### src/rtl/fetch_unit.sv
// Instruction-fetch stage: owns the fetch PC, issues in-order imem requests under a shared
// credit budget and buffers returned words for decode. Optional: IFETCH_MISALIGN_CHECK_EN.
module fetch_unit #(
  parameter logic [31:0] RESET_PC  = 32'h0000_8000,
  parameter int          BUF_DEPTH = 2
) (
  input  logic        clk,
  input  logic        rstn,
  output logic [31:0] pc,
  input  logic [31:0] pc_next,
  input  logic        redirect,
  output logic        imem_req_valid,
  input  logic        imem_req_ready,
  output logic [31:0] imem_req_addr,
  input  logic        imem_resp_valid,
  input  logic [31:0] imem_resp_data,
  output logic        inst_valid,
  input  logic        inst_ready,
  output logic [31:0] inst_data,
  output logic [31:0] inst_pc
`ifdef IFETCH_MISALIGN_CHECK_EN
  ,
  output logic        inst_misaligned
`endif
);

  localparam int PW = (BUF_DEPTH > 1) ? $clog2(BUF_DEPTH) : 1;
  localparam int CW = $clog2(BUF_DEPTH + 1);
  localparam int SW = CW + 2;

  function automatic logic [PW-1:0] ptr_inc(input logic [PW-1:0] p);
    return (p == PW'(BUF_DEPTH - 1)) ? '0 : p + PW'(1);
  endfunction

  logic [31:0]   r_pc;
  logic          r_run;
  logic [CW-1:0] r_if_cnt, r_buf_cnt, r_drop_cnt;
  logic [PW-1:0] r_if_wr, r_if_rd, r_buf_wr, r_buf_rd;
  logic [31:0]   r_if_pc    [BUF_DEPTH];
  logic [31:0]   r_buf_pc   [BUF_DEPTH];
  logic [31:0]   r_buf_data [BUF_DEPTH];

  logic [SW-1:0] w_sum;
  logic          w_credit, w_fetch_ok, w_mis_push;
  logic          w_req_fire, w_resp_take, w_resp_drop, w_push, w_pop;
  logic [31:0]   w_push_pc, w_push_data;

  // Drops still count against the budget: their responses have not arrived yet.
  assign w_sum    = SW'(r_if_cnt) + SW'(r_buf_cnt) + SW'(r_drop_cnt);
  assign w_credit = (w_sum < SW'(BUF_DEPTH));

`ifdef IFETCH_MISALIGN_CHECK_EN
  logic r_stall;
  logic r_buf_mis [BUF_DEPTH];
  logic w_misal;

  assign w_misal    = (r_pc[1:0] != 2'b00);
  assign w_fetch_ok = !w_misal && !r_stall;
  assign w_mis_push = r_run && !redirect && w_credit && w_misal && !r_stall && (r_if_cnt == '0);
  assign inst_misaligned = r_buf_mis[r_buf_rd];

  always_ff @(posedge clk) begin
    if (!rstn)         r_stall <= 1'b0;
    else if (redirect) r_stall <= 1'b0;
    else if (w_mis_push) r_stall <= 1'b1;
  end

  always_ff @(posedge clk) begin
    if (w_push) r_buf_mis[r_buf_wr] <= w_mis_push;
  end
`else
  assign w_fetch_ok = 1'b1;
  assign w_mis_push = 1'b0;
`endif

  assign pc             = r_pc;
  assign imem_req_addr  = {r_pc[31:2], 2'b00};
  assign imem_req_valid = r_run && !redirect && w_credit && w_fetch_ok;

  assign w_req_fire  = imem_req_valid && imem_req_ready;
  assign w_resp_take = imem_resp_valid && (r_drop_cnt == '0);
  assign w_resp_drop = imem_resp_valid && (r_drop_cnt != '0);
  assign w_push      = w_resp_take || w_mis_push;
  assign w_pop       = inst_valid && inst_ready;

  assign w_push_pc   = w_mis_push ? r_pc  : r_if_pc[r_if_rd];
  assign w_push_data = w_mis_push ? '0    : imem_resp_data;

  assign inst_valid = (r_buf_cnt != '0);
  assign inst_data  = r_buf_data[r_buf_rd];
  assign inst_pc    = r_buf_pc[r_buf_rd];

  always_ff @(posedge clk) begin
    if (!rstn) begin
      r_pc       <= RESET_PC;
      r_run      <= 1'b0;
      r_if_cnt   <= '0;
      r_buf_cnt  <= '0;
      r_drop_cnt <= '0;
      r_if_wr    <= '0;
      r_if_rd    <= '0;
      r_buf_wr   <= '0;
      r_buf_rd   <= '0;
    end else begin
      r_run <= 1'b1;
      if (redirect) begin
        // Everything outstanding becomes a drop, minus the response landing right now.
        r_pc       <= pc_next;
        r_drop_cnt <= r_drop_cnt + r_if_cnt - CW'(imem_resp_valid);
        r_if_cnt   <= '0;
        r_if_wr    <= '0;
        r_if_rd    <= '0;
        r_buf_cnt  <= '0;
        r_buf_wr   <= '0;
        r_buf_rd   <= '0;
      end else begin
        if (w_req_fire)  r_pc       <= pc_next;
        if (w_resp_drop) r_drop_cnt <= r_drop_cnt - CW'(1);
        if (w_req_fire)  r_if_wr    <= ptr_inc(r_if_wr);
        if (w_resp_take) r_if_rd    <= ptr_inc(r_if_rd);
        if (w_push)      r_buf_wr   <= ptr_inc(r_buf_wr);
        if (w_pop)       r_buf_rd   <= ptr_inc(r_buf_rd);
        r_if_cnt  <= r_if_cnt + CW'(w_req_fire) - CW'(w_resp_take);
        r_buf_cnt <= r_buf_cnt + CW'(w_push) - CW'(w_pop);
      end
    end
  end

  always_ff @(posedge clk) begin
    if (w_req_fire) r_if_pc[r_if_wr] <= r_pc;
    if (w_push) begin
      r_buf_pc[r_buf_wr]   <= w_push_pc;
      r_buf_data[r_buf_wr] <= w_push_data;
    end
  end

  always @(posedge clk) begin
    if (rstn) assert (w_sum <= SW'(BUF_DEPTH));
  end

endmodule

### config.mk
export PLATFORM = sky130hd
export DESIGN_NAME = fetch_unit
export DESIGN_NICKNAME = d
export VERILOG_FILES = /design/src/rtl/fetch_unit.sv
export SDC_FILE = /design/constraint.sdc
export NUM_CORES = 1
export LEC_CHECK = 0
export BUFFER_PORTS_ARGS = -buffer_cell sky130_fd_sc_hd__clkbuf_2
export CAP_MARGIN = 0
export CORE_UTILIZATION = 54
export CTS_BUF_LIST = sky130_fd_sc_hd__clkbuf_4 sky130_fd_sc_hd__clkbuf_8 sky130_fd_sc_hd__clkbuf_16
export DETAILED_ROUTE_END_ITERATION = 7
export PLACE_DENSITY = 0.84
export REMOVE_ABC_BUFFERS = 1
export SETUP_SLACK_MARGIN = 0.4
export SLEW_MARGIN = 30
export SYNTH_ARGS = -nofsm -noshare
export SYNTH_HDL_FRONTEND = slang
export SYNTH_SLANG_ARGS = --single-unit
### constraint.sdc
create_clock -name clk -period 5.1 [get_ports clk]
set_input_delay 0.765 -clock clk [delete_from_list [all_inputs] [get_ports clk]]
set_output_delay 0.765 -clock clk [all_outputs]
set_load 0.05 [all_outputs]
; ---- Word level (Yosys, flattened, before mapping)
; Memories as Yosys holds them, arrays and structs flattened. A register that Yosys moved wholly into a read port is not among the register bits.
; Cells that the tools add are included.
[word_totals]
regBits = 43
elab_cells = 59
ram_bits = 192
in_bits = 70
n_memories = 3
[classes]
reduce_logical = 13
n_bitwise = 1
n_lt_le_gt_ge = 1
add_sub_neg = 13
muxes = 19
[mem_list]
columns = name, words, width, rd, rd_ports_with_merged_regs, wr, line
row1 = r_buf_data, 2, 32, 1, 1, 1, 41  ; logic [31:0] r_buf_data [BUF_DEPTH];
row2 = r_buf_pc, 2, 32, 1, 1, 1, 40  ; logic [31:0] r_buf_pc [BUF_DEPTH];
row3 = r_if_pc, 2, 32, 1, 1, 1, 39  ; logic [31:0] r_if_pc [BUF_DEPTH];
[op_table]
columns = cell, count
row1 = 32-bit two-way mux, 2
row2 = 1-bit two-way mux, 15
row3 = 2-bit nonzero test, 4
row4 = 1-bit logical AND, 6
row5 = 2-bit by 1-bit subtractor with 2-bit output, 3
row6 = 1-bit adder (second input constant), 4
row7 = 2-bit by 1-bit adder with 2-bit output, 2
row8 = 3-bit by 2-bit adder with 4-bit output, 1
row9 = 4-bit by 2-bit < comparator with 1-bit output (second input constant), 1
row10 = 2-bit two-way mux, 2
row11 = 2-bit by 2-bit adder with 3-bit output, 1
row12 = 2-bit adder, 1
row13 = 2-bit zero test, 1
row14 = 2-bit OR reduction, 1
row15 = 2-bit by 1-bit subtractor with 2-bit output (second input constant), 1
row16 = 1-bit zero test, 1
row17 = 1-bit NOT, 1

; ---- Longest topological paths before layout
; Gate-level depths: netlist of run 1.
[logic_depth]
depth_word = 7
depth_mapped = 12
depth_no_buf = 12

; ---- Worst setup path before layout of run 1
; OpenSTA, ideal clock, no wires.
[synth_path]
path_type = input port to flip-flop
startpoint = input port imem_resp_valid
endpoint = memory r_buf_data[0][0], enable pin
arrival_time_ns = 3.586
t_required_ns = 4.613
cell_stages = 2
slack_ns = 1.028
setup_ns = 0.487
cell_sequence = nand2_1 > nor2_1
[synth_between]
elab_chain_len = 3
[synth_lines]
columns = item, line
row1 = from (decl), 15  ; input logic imem_resp_valid,
row2 = 1-bit logical AND, 81  ; assign w_resp_take = imem_resp_valid && (r_drop_cnt == '0);
row3 = 1-bit two-way mux, 131  ; if (w_push) begin
row4 = 1-bit two-way mux (implied by the code), 133  ; r_buf_data[r_buf_wr] <= w_push_data;
row5 = to (decl), 41
; Every way passes these cells.

==> results.tsv, run 1 <==
stage	metric	value	unit
setup_path	path_cells	buf_4 > mux2_2 > clkbuf_2	
synth	synth-edff-count	192	
clocking	clk_path_buf_depth	3	
setup_path	endpoint_kind	output pin	
sta	finalClockSkew	0.00764	ns
clocking	h-tree-depth	1	
setup_path	critical_path_required	4.34	ns
clocking	clock-sinks	237	
detailed_routing	postRouteAntennaNets	0	
sta	fmax	301	MHz
synth	ys.flop_type	edfxtp_1	
grt	grtUsageTotal	18.6	%
grt	grt_pass1_vias	5102	
power	finalPower	4.91	mW
detailed_routing	drt_wl_total	16600	um
placement	portBuffers	197	
sta	hold_viol_final	0	
setup_path	critical_path_depth	3	
placement	place_congestion	0.754	
sta	slew-limit-headroom	36.8	%
grt	antenna_found_initial	0	
floorplan	core	16600	um^2
layout	finalNetCount	806	
layout	syn_to_final_growth	19.9	%
grt	grt_max_degree	47	
sta	setup_viol	0	
layout	n_antenna_cell	0	
setup_path	cpPeakStageDelay	0.88	ns
sta	worst_pin_slew	0.946	ns
sta	fin_crit	3.32	ns
setup_path	critPathBufInv	2	
detailed_routing	vias_per_cell	5.13	
status	status	completed	
clocking	cts_tree	built	
sta	fin_crit_sh	65.1	%
synth	syn_area_per_cell	16.7	um^2
sta	slew_violations	0	
sta	rsz0062_at_grt	no	
floorplan	die_h	132	um
synth	netlist_area	9180	um^2
sta	setup_tns	0	ns
synth	ys_seq_area_share	72.6	%
synth	ys_ff_latch	237	
floorplan	io_pins	200	
setup_path	r2r-end	r_if_pc[0][30]	
floorplan	start_util	55.3	%
setup_path	r2r_slack	1.96	ns
setup_path	r2r_start	r_if_cnt[1]	
detailed_routing	drt_iter0_markers	232	
layout	drive_above_1_share	45.6	%
clocking	holdBufCountCts	0	
power	max-vdd-ir-drop	0.265	mV
hold_path	hp-class	in -> reg	
setup_path	crit_family	flip-flops	
grt	grt_pass1_wl	25500	um
setup_path	cpMaxStageDelayCell	dfxtp_2	
floorplan	dieArea	17500	um^2
clocking	clkTransAtPathRegs	0.06	ns
clocking	cts-buffers-inserted	23	
setup_path	crit_fanout	34	
setup_path	cp-endpoint	inst_data[11]	
layout	fin_area	11000	um^2
clocking	ctsResizeCount	0	
clocking	insertion_delay	0.50	ns
clocking	post_cts_buffers	0	
synth	synth_cell_types	31	
setup_path	worstSetupPathType	reg -> out	
detailed_routing	drt_pass1_iterations	4	
synth	syn_inst	550	
detailed_routing	drcViolationCount	0	
setup_path	worstPathArrival	2.55	ns
placement	dpl_cell_area	10100	um^2
synth	async_reset_ff_share	0	%
power	p_leak	4.33	nW
grt	gr-total-overflow	0	
synth	yosysWarnings	0	
flow_run	maxCapViolations	0	
detailed_routing	num_vias	4943	
setup_path	r2r_cells	7	
clocking	cts-root-buf	clkbuf_16	
detailed_routing	wl_per_cell	17.2	um
power	power_density	447	nW/um^2
floorplan	row_count	47	
setup_path	setup.worst_path.start_class	flip-flop	
floorplan	dieWidth	132	um
placement	dp_hpwl	10800	um
[logic make-up after synthesis]
logic type / count (synthesis) / share of synthesized area [%]
other cells: 1 / 0.0409
simple gates: 86 / 3.94
compound gates: 10 / 0.927
xor+xnor: 11 / 1.05
mux: 127 / 15.2
buf+inv: 68 / 4.81
flops: 237 / 72.6
fa+ha+maj: 10 / 1.44
[flip-flops by register name (all words and copies together) (netlist names), named ones only]
signal / flops
r_if_rd: 1
r_buf_wr: 1
r_drop_cnt: 2
r_if_cnt: 2
r_if_wr: 1
r_buf_rd: 1
r_buf_pc: 64
r_if_pc: 64
r_buf_cnt: 2
r_buf_data: 64
r_run: 1
pc: 32
[power by group]
part	total [mW]	internal, mW	switching [mW]	leakage, nW
logic	0.780	0.212	0.568	1.77
clock network	1.84	1.15	0.689	0.413
registers	2.30	2.23	0.0661	2.15
[layout make-up]
cell class / instances / area, um^2
flip-flops and latches: 237 / 6670
fillers: 1154 / 5580
multi-input cells: 246 / 2100
repair buffers: 204 / 1080
clock buffers: 26 / 598
well taps: 220 / 275
clock inverters: 16 / 234
inverters: 14 / 52.6
[worst min-delay path by stage]
stage                                  start                 to  slack [ns]  cells past startpoint
after global placement                 pc[7]              pc[7]        0.48                      2
final                     imem_resp_data[25]  r_buf_data[0][25]        0.45                      1
after global routing      imem_resp_data[25]  r_buf_data[1][25]        0.44                      1
after detailed placement               pc[6]              pc[6]        0.50                      2
after floorplan                      r_if_rd          flip-flop        0.47                      2
after CTS                 imem_resp_data[25]  r_buf_data[0][25]        0.44                      1
[per-layer routing]
metal | track usage [%] | up-vias | part of all wire (%)
met5 | 0 | - | 0
met4 | 5.17 | 0 | 1.6
met3 | 4.34 | 31 | 7.5
met2 | 33.5 | 213 | 50
met1 | 22.3 | 2378 | 41
li1 | - | 2321 | -
[through the flow]
stage | util (%) | setup WS, ns | cells | hold WS, ns
finish | 66.4 | 1.78 | 963 | 0.450
floorplan | - | 1.03 | 497 | 0.472
global placement | 61.0 | 2.07 | 919 | 0.483
detailed placement | 61.0 | 1.98 | 919 | 0.504
CTS | 66.0 | 1.74 | 961 | 0.436
global route | 66.4 | 1.64 | 963 | 0.437
[cells in the mapped netlist, types with 5 or more instances]
master,number,area share (%)
mux2_1,10,1.2
buf_4,32,2.6
ha_1,9,1.2
inv_1,14,0.57
buf_2,14,0.76
edfxtp_1,192,63
xnor2_1,8,0.76
nand2_1,64,2.6
nor2_1,12,0.49
mux2_2,86,11
dfxtp_1,45,9.8
mux2i_1,31,3.4
clkbuf_1,5,0.20
[cells in the final DEF (no fill, tap or decap), drive strengths merged, types with 2 or more instances in the layout]
cell,n
nand3,2
xnor2,8
clkinv,8
clkbuf,222
xor2,3
edfxtp,192
dfxtp,45
buf,8
and3,3
nand2,64
mux2,96
ha,9
o211ai,2
bufinv,6
conb,2
inv,15
mux2i,31
a211oi,3
nor2,12
No activity file was read; power rests on OpenSTA's default activity.
==> run 2, diff against run 1 <==
clock period = 3.06 ns   (was 5.1 ns; I/O delays follow)
==> results.tsv, run 2 (synthesized netlist as in run 1, its figures left out) <==
stage	metric	value	unit	change
sta	fin_crit_sh	86.6	%	
hold_path	hp-start	imem_resp_data[21]		
clocking	cts-buffers-inserted	23		unchanged
detailed_routing	drt_iter0_markers	212		-8.6%
floorplan	dieArea	17500	um^2	unchanged
setup_path	critical_path_required	3.44	ns	-0.90 ns
layout	n_antenna_cell	0		unchanged
floorplan	start_util	55.3	%	unchanged
clocking	clkTransAtPathRegs	0.06	ns	about the same
layout	final_core_util	66.8	%	+0.45 points
grt	grt_max_degree	39		-17%
floorplan	die_h	132	um	unchanged
sta	hold_viol_final	0		unchanged
floorplan	row_count	47		unchanged
hold_path	hp-class	in -> reg		
grt	antenna_found_initial	0		unchanged
layout	syn_to_final_growth	20.7	%	
clocking	clock-sinks	237		unchanged
sta	slew-limit-headroom	44.1	%	+7.3 points
layout	n_fill_cell	1133		-1.8%
power	p_leak	4.33	nW	about the same
setup_path	worstSetupPathType	reg -> reg		
layout	final_common_cell	clkbuf_2		
placement	dp_hpwl	10900	um	+0.64%
hold_path	worst_hold_path.endpoint	r_buf_data[1][21]		
sta	fin_crit	2.65	ns	
power	pwr-share-comb	17.3	%	+1.4 points
floorplan	io_pins	200		unchanged
layout	top_regs	r_buf_data (64), r_buf_pc (64), r_if_pc (64)		
power	max-vdd-ir-drop	0.399	mV	+50%
detailed_routing	wl_per_cell	17.2	um	-0.24%
power	p_clk_share	33.8	%	-3.6 points
clocking	clk_path_buf_depth	3		unchanged
sta	slew_violations	0		unchanged
power	switching_share	28.0	%	+1.0 points
setup_path	startpoint	r_buf_cnt[1]		
sta	setup_viol	0		unchanged
floorplan	core	16600	um^2	unchanged
layout	fin_cells	974		+1.1%
setup_path	r2r_start	r_buf_cnt[1]		
status	status	completed		
placement	place_congestion	0.841		+12%
grt	grtUsageTotal	19.1	%	+0.50 points
clocking	cts-root-buf	clkbuf_16		
detailed_routing	vias_per_cell	5.12		-0.23%
detailed_routing	drcViolationCount	0		unchanged
power	seq_power_share	48.9	%	+2.2 points
grt	gr-total-overflow	0		unchanged
setup_path	r2r_slack	0.41	ns	-1.55 ns
setup_path	crit_fanout	3		-91%
detailed_routing	drt_pass1_iterations	4		unchanged
placement	dp.cells	929		+1.1%
power	switching_power	2.19	mW	+65%
setup_path	worstPathArrival	3.03	ns	+0.48 ns
setup_path	r2r_cells	12		+5
layout	finalNetCount	817		+1.4%
setup_path	r2r-end	r_if_cnt[1]		
setup_path	setup.worst_path.start_class	flip-flop		
detailed_routing	drt_wl_total	16800	um	+0.90%
sta	rsz0062_at_grt	yes		
sta	worst_pin_slew	0.839	ns	-0.107 ns
detailed_routing	num_vias	4988		+0.91%
layout	drive_above_1_share	48.1	%	+2.5 points
layout	layout_common_cells	clkbuf_2 (196), edfxtp_1 (192), mux2_2 (86)		
sta	fmax	377	MHz	
detailed_routing	postRouteAntennaNets	0		unchanged
clocking	h-tree-depth	1		unchanged
placement	portBuffers	197		unchanged
clocking	cts_tree	built		
setup_path	endpoint_kind	flip-flop		
hold_path	whs_path_depth	1		unchanged
power	p_int	5.64	mW	+57%
grt	grt_pass1_wl	26200	um	+2.6%
sta	finalClockSkew	0.0144	ns	+0.00675 ns
grt	grt_pass1_vias	5098		-0.078%
power	power_density	706	nW/um^2	+58%
clocking	insertion_delay	0.50	ns	about the same
floorplan	dieWidth	132	um	unchanged
flow_run	maxCapViolations	0		unchanged
run 2: per-layer routing:
layer | GRT usage [%] | routed length [um] | vias to the layer above
li1 | - | - | 2342
met1 | 24.2 | 7140 | 2416
met2 | 33.4 | 8260 | 199
met3 | 3.65 | 999 | 31
met4 | 5.62 | 359 | 0
met5 | 0 | 0 | -
run 2: metrics by stage:
stage	setup TNS [ns]	hold WS [ns]	total power, mW	setup WS, ns	cell area (um^2)
final	0	0.144	7.82	0.410	11100
after global routing	0	0.127	8.10	0.300	11100
after CTS	0	0.119	7.88	0.353	11000
after detailed placement	0	0.485	5.20	0.280	10200
after global placement	0	0.481	5.16	0.366	10200
after floorplan	-83.15	0.472	4.84	-0.833	8790
run 2: worst max path at each step:
stage	to	slack, ns
detailed placement	r_if_cnt[1]	0.28
finish	r_if_cnt[1]	0.41
global placement	r_if_cnt[1]	0.37
CTS	imem_req_valid	0.35
global route	r_if_cnt[1]	0.30
floorplan	r_buf_data[0][0]	-0.83
run 2: timing repair:
item / 4_1_cts / 5_1_grt
buffers inserted: 1 / 2
gates resized for setup: 11 / 9
setup endpoints to repair: 26 / 2
hold buffers: 0 / 0
pin swaps: 3 / 8
run 2: cell type report:
class	instances	area, um^2	share of cell area (%)
Multi-Input combinational cell	246	2180	19.7
Sequential cell	237	6680	60.2
Clock buffer	33	669	6.04
Inverter	14	52.6	0.474
Tap cell	220	275	2.48
Timing Repair Buffer	215	1170	10.5
Clock inverter	9	60.1	0.542
run 2: power by group through the flow:
stage	Combinational (mW)	Sequential [mW]	Clock, mW
detailed placement	1.31	3.89	0
finish	1.35	3.83	2.64
global route	1.43	3.85	2.83
global placement	1.28	3.88	0
floorplan	0.719	4.12	0
CTS	1.34	3.83	2.71
run 2: critical path, stage by stage (launching register included):
cell,delay (ns)
dfxtp_2,0.34
inv_2,0.05
fa_1,0.55
inv_2,0.05
ha_4,0.21
and4bb_4,0.35
nand3_4,0.09
ha_4,0.28
inv_2,0.03
ha_4,0.15
xor2_2,0.17
xnor2_1,0.17
nor2_1,0.07
==> run 3, diff against run 2 <==
CORE_UTILIZATION = 30   (was 54)
PLACE_DENSITY = 0.54   (was 0.84)
==> results.tsv, run 3 (synthesized netlist as in run 1, its figures left out) <==
stage	metric	value	unit	change
status	status	completed		
setup_path	worstSetupPathType	reg -> out		
detailed_routing	drt_iter0_markers	234		+10%
grt	grt_pass1_vias	4891		-4.1%
hold_path	whs_path_depth	1		unchanged
hold_path	hp-class	in -> reg		
setup_path	critPathBufInv	3		unchanged
detailed_routing	drcViolationCount	0		unchanged
layout	final_common_cell	clkbuf_2		
setup_path	crit_family	adder cells		
detailed_routing	vias_per_cell	4.35		-15%
placement	dp_hpwl	11800	um	+8.5%
detailed_routing	wl_per_cell	16.0	um	-7.2%
setup_path	worstPathArrival	2.16	ns	-0.87 ns
setup_path	r2r_slack	0.53	ns	+0.12 ns
grt	grt_pass1_wl	27300	um	+4.3%
sta	hold_viol_final	0		unchanged
layout	layout_common_cells	clkbuf_2 (196), edfxtp_1 (192), mux2_2 (86)		
setup_path	startpoint	r_if_cnt[1]		
sta	slew-limit-headroom	40.4	%	-3.6 points
detailed_routing	drt_wl_total	18400	um	+9.6%
grt	grtUsageTotal	11.4	%	-7.7 points
layout	fin_area	11500	um^2	+3.5%
flow_run	maxCapViolations	0		unchanged
detailed_routing	num_vias	5012		+0.48%
placement	place_congestion	0.676		-20%
layout	multiInputGateArea	2160	um^2	-0.75%
hold_path	worst_hold_path.endpoint	r_buf_data[0][7]		
layout	syn_to_final_growth	25.0	%	
power	finalPower	8.30	mW	+6.1%
setup_path	cpPeakStageDelay	0.52	ns	-0.03 ns
setup_path	path_cells	inv_2 > fa_1 > inv_1 > ha_4 > nand4bb_4 > nor2_4 > buf_8		
hold_path	hp-start	imem_resp_data[7]		
clocking	cts-root-buf	clkbuf_16		
setup_path	cpMaxStageDelayCell	fa_1		
sta	fmax	381	MHz	+1.0%
detailed_routing	drt_pass1_iterations	4		unchanged
sta	slew_violations	0		unchanged
setup_path	r2r-end	r_if_cnt[1]		
setup_path	critical_path_required	2.60	ns	-0.84 ns
setup_path	setup.worst_path.start_class	flip-flop		
layout	seqCellArea	6680	um^2	unchanged
floorplan	dieWidth	177	um	+34%
clocking	clock-sinks	237		unchanged
sta	setup_viol	0		unchanged
setup_path	r2r_cells	12		unchanged
floorplan	row_count	63		+34%
clocking	clk_path_buf_depth	3		unchanged
grt	antenna_found_initial	0		unchanged
setup_path	endpoint_kind	output pin		
grt	gr-total-overflow	0		unchanged
grt	grt_max_degree	47		+21%
setup_path	crit_fanout	2		-1
placement	dpl_worst_slack	0.319	ns	+0.0387 ns
setup_path	r2r_start	r_if_cnt[1]		
sta	holdWs	0.122	ns	-0.0228 ns
layout	finalNetCount	820		+0.37%
sta	worst_pin_slew	0.893	ns	+0.0545 ns
clocking	cts_tree	built		
layout	n_antenna_cell	0		unchanged
clocking	holdBufCountCts	0		unchanged
sta	finalClockSkew	0.00970	ns	-0.00469 ns
floorplan	io_pins	200		unchanged
floorplan	start_util	30.7	%	-25 points
placement	portBuffers	197		unchanged
detailed_routing	postRouteAntennaNets	0		unchanged
power	max-vdd-ir-drop	0.362	mV	-9.2%
layout	top_regs	r_buf_data (64), r_buf_pc (64), r_if_pc (64)		
floorplan	dieArea	31300	um^2	+79%
power	p_leak	4.42	nW	+2.1%
clocking	h-tree-depth	1		unchanged
sta	fin_crit_sh	85.7	%	-0.88 points
power	power_density	724	nW/um^2	+2.5%
sta	setup_ws	0.437	ns	+0.0268 ns
placement	dpl_cell_area	10500	um^2	+2.2%
layout	n_fill_cell	2838		+150%
clocking	insertion_delay	0.52	ns	+0.02 ns
sta	fin_crit	2.62	ns	-0.0268 ns
sta	rsz0062_at_grt	yes		
clocking	cts-buffers-inserted	27		+17%
clocking	clkTransAtPathRegs	0.06	ns	about the same
layout	drive_above_1_share	48.0	%	-0.18 points
sta	setup_tns	0	ns	unchanged
floorplan	core	29900	um^2	+80%
floorplan	die_h	177	um	+34%
[run 3: what timing repair did]
action,in CTS,in global routing
buffers inserted,4,0
gates resized for setup,8,7
setup endpoints to repair,29,2
hold endpoints to repair,0,0
pin swaps,7,5
[run 3: final cells by class]
type,instances,share of cell area (%)
inverters,14,0.458
multi-input cells,246,18.9
repair buffers,214,10.5
clock inverters,12,0.633
clock buffers,38,7.15
flip-flops and latches,237,58.2
well taps,390,4.25
[run 3: power breakdown]
group	switching, mW	internal [mW]	total [mW]
Sequential	0.106	3.72	3.82
Combinational	0.967	0.391	1.36
Clock	1.25	1.87	3.12
Total	2.32	5.98	8.30
[run 3: worst max-delay path by stage]
stage	cells past startpoint	to	slack [ns]
2_1_floorplan	4	r_buf_data[0][0]	-0.83
3_5_place_dp	12	r_if_cnt[1]	0.32
5_1_grt	7	imem_req_valid	0.35
6_report	7	imem_req_valid	0.44
4_1_cts	7	imem_req_valid	0.27
3_3_place_gp	12	r_if_cnt[1]	0.32
[run 3: through the flow]
| stage | utilization (%) | cells |
|---|---|---|
| global placement | 35.0 | 1097 |
| global route | 38.4 | 1151 |
| floorplan | - | 497 |
| CTS | 38.2 | 1151 |
| detailed placement | 35.0 | 1097 |
| finish | 38.4 | 1151 |
[run 3: worst reg2reg max path, cell delays in order, from the launching register on]
cell and delay [ns]:
dfxtp_2 0.34, inv_2 0.04, fa_1 0.52, inv_1 0.06
ha_4 0.21, and4bb_4 0.32, nand3_4 0.09, ha_4 0.28
inv_1 0.03, ha_1 0.18, xor2_1 0.17, xnor2_1 0.14
nor2_1 0.05
[run 3: per-layer routing]
metal  part of all wire, %  up-vias  global-route usage (%)  wire (um)
met3                   5.6       30                    2.34       1040
met4                   2.5        0                    3.52        453
li1                      -     2366                       -          -
met5                     0        -                       0          0
met1                    46     2447                    15.1       8450
met2                    46      169                    18.8       8440
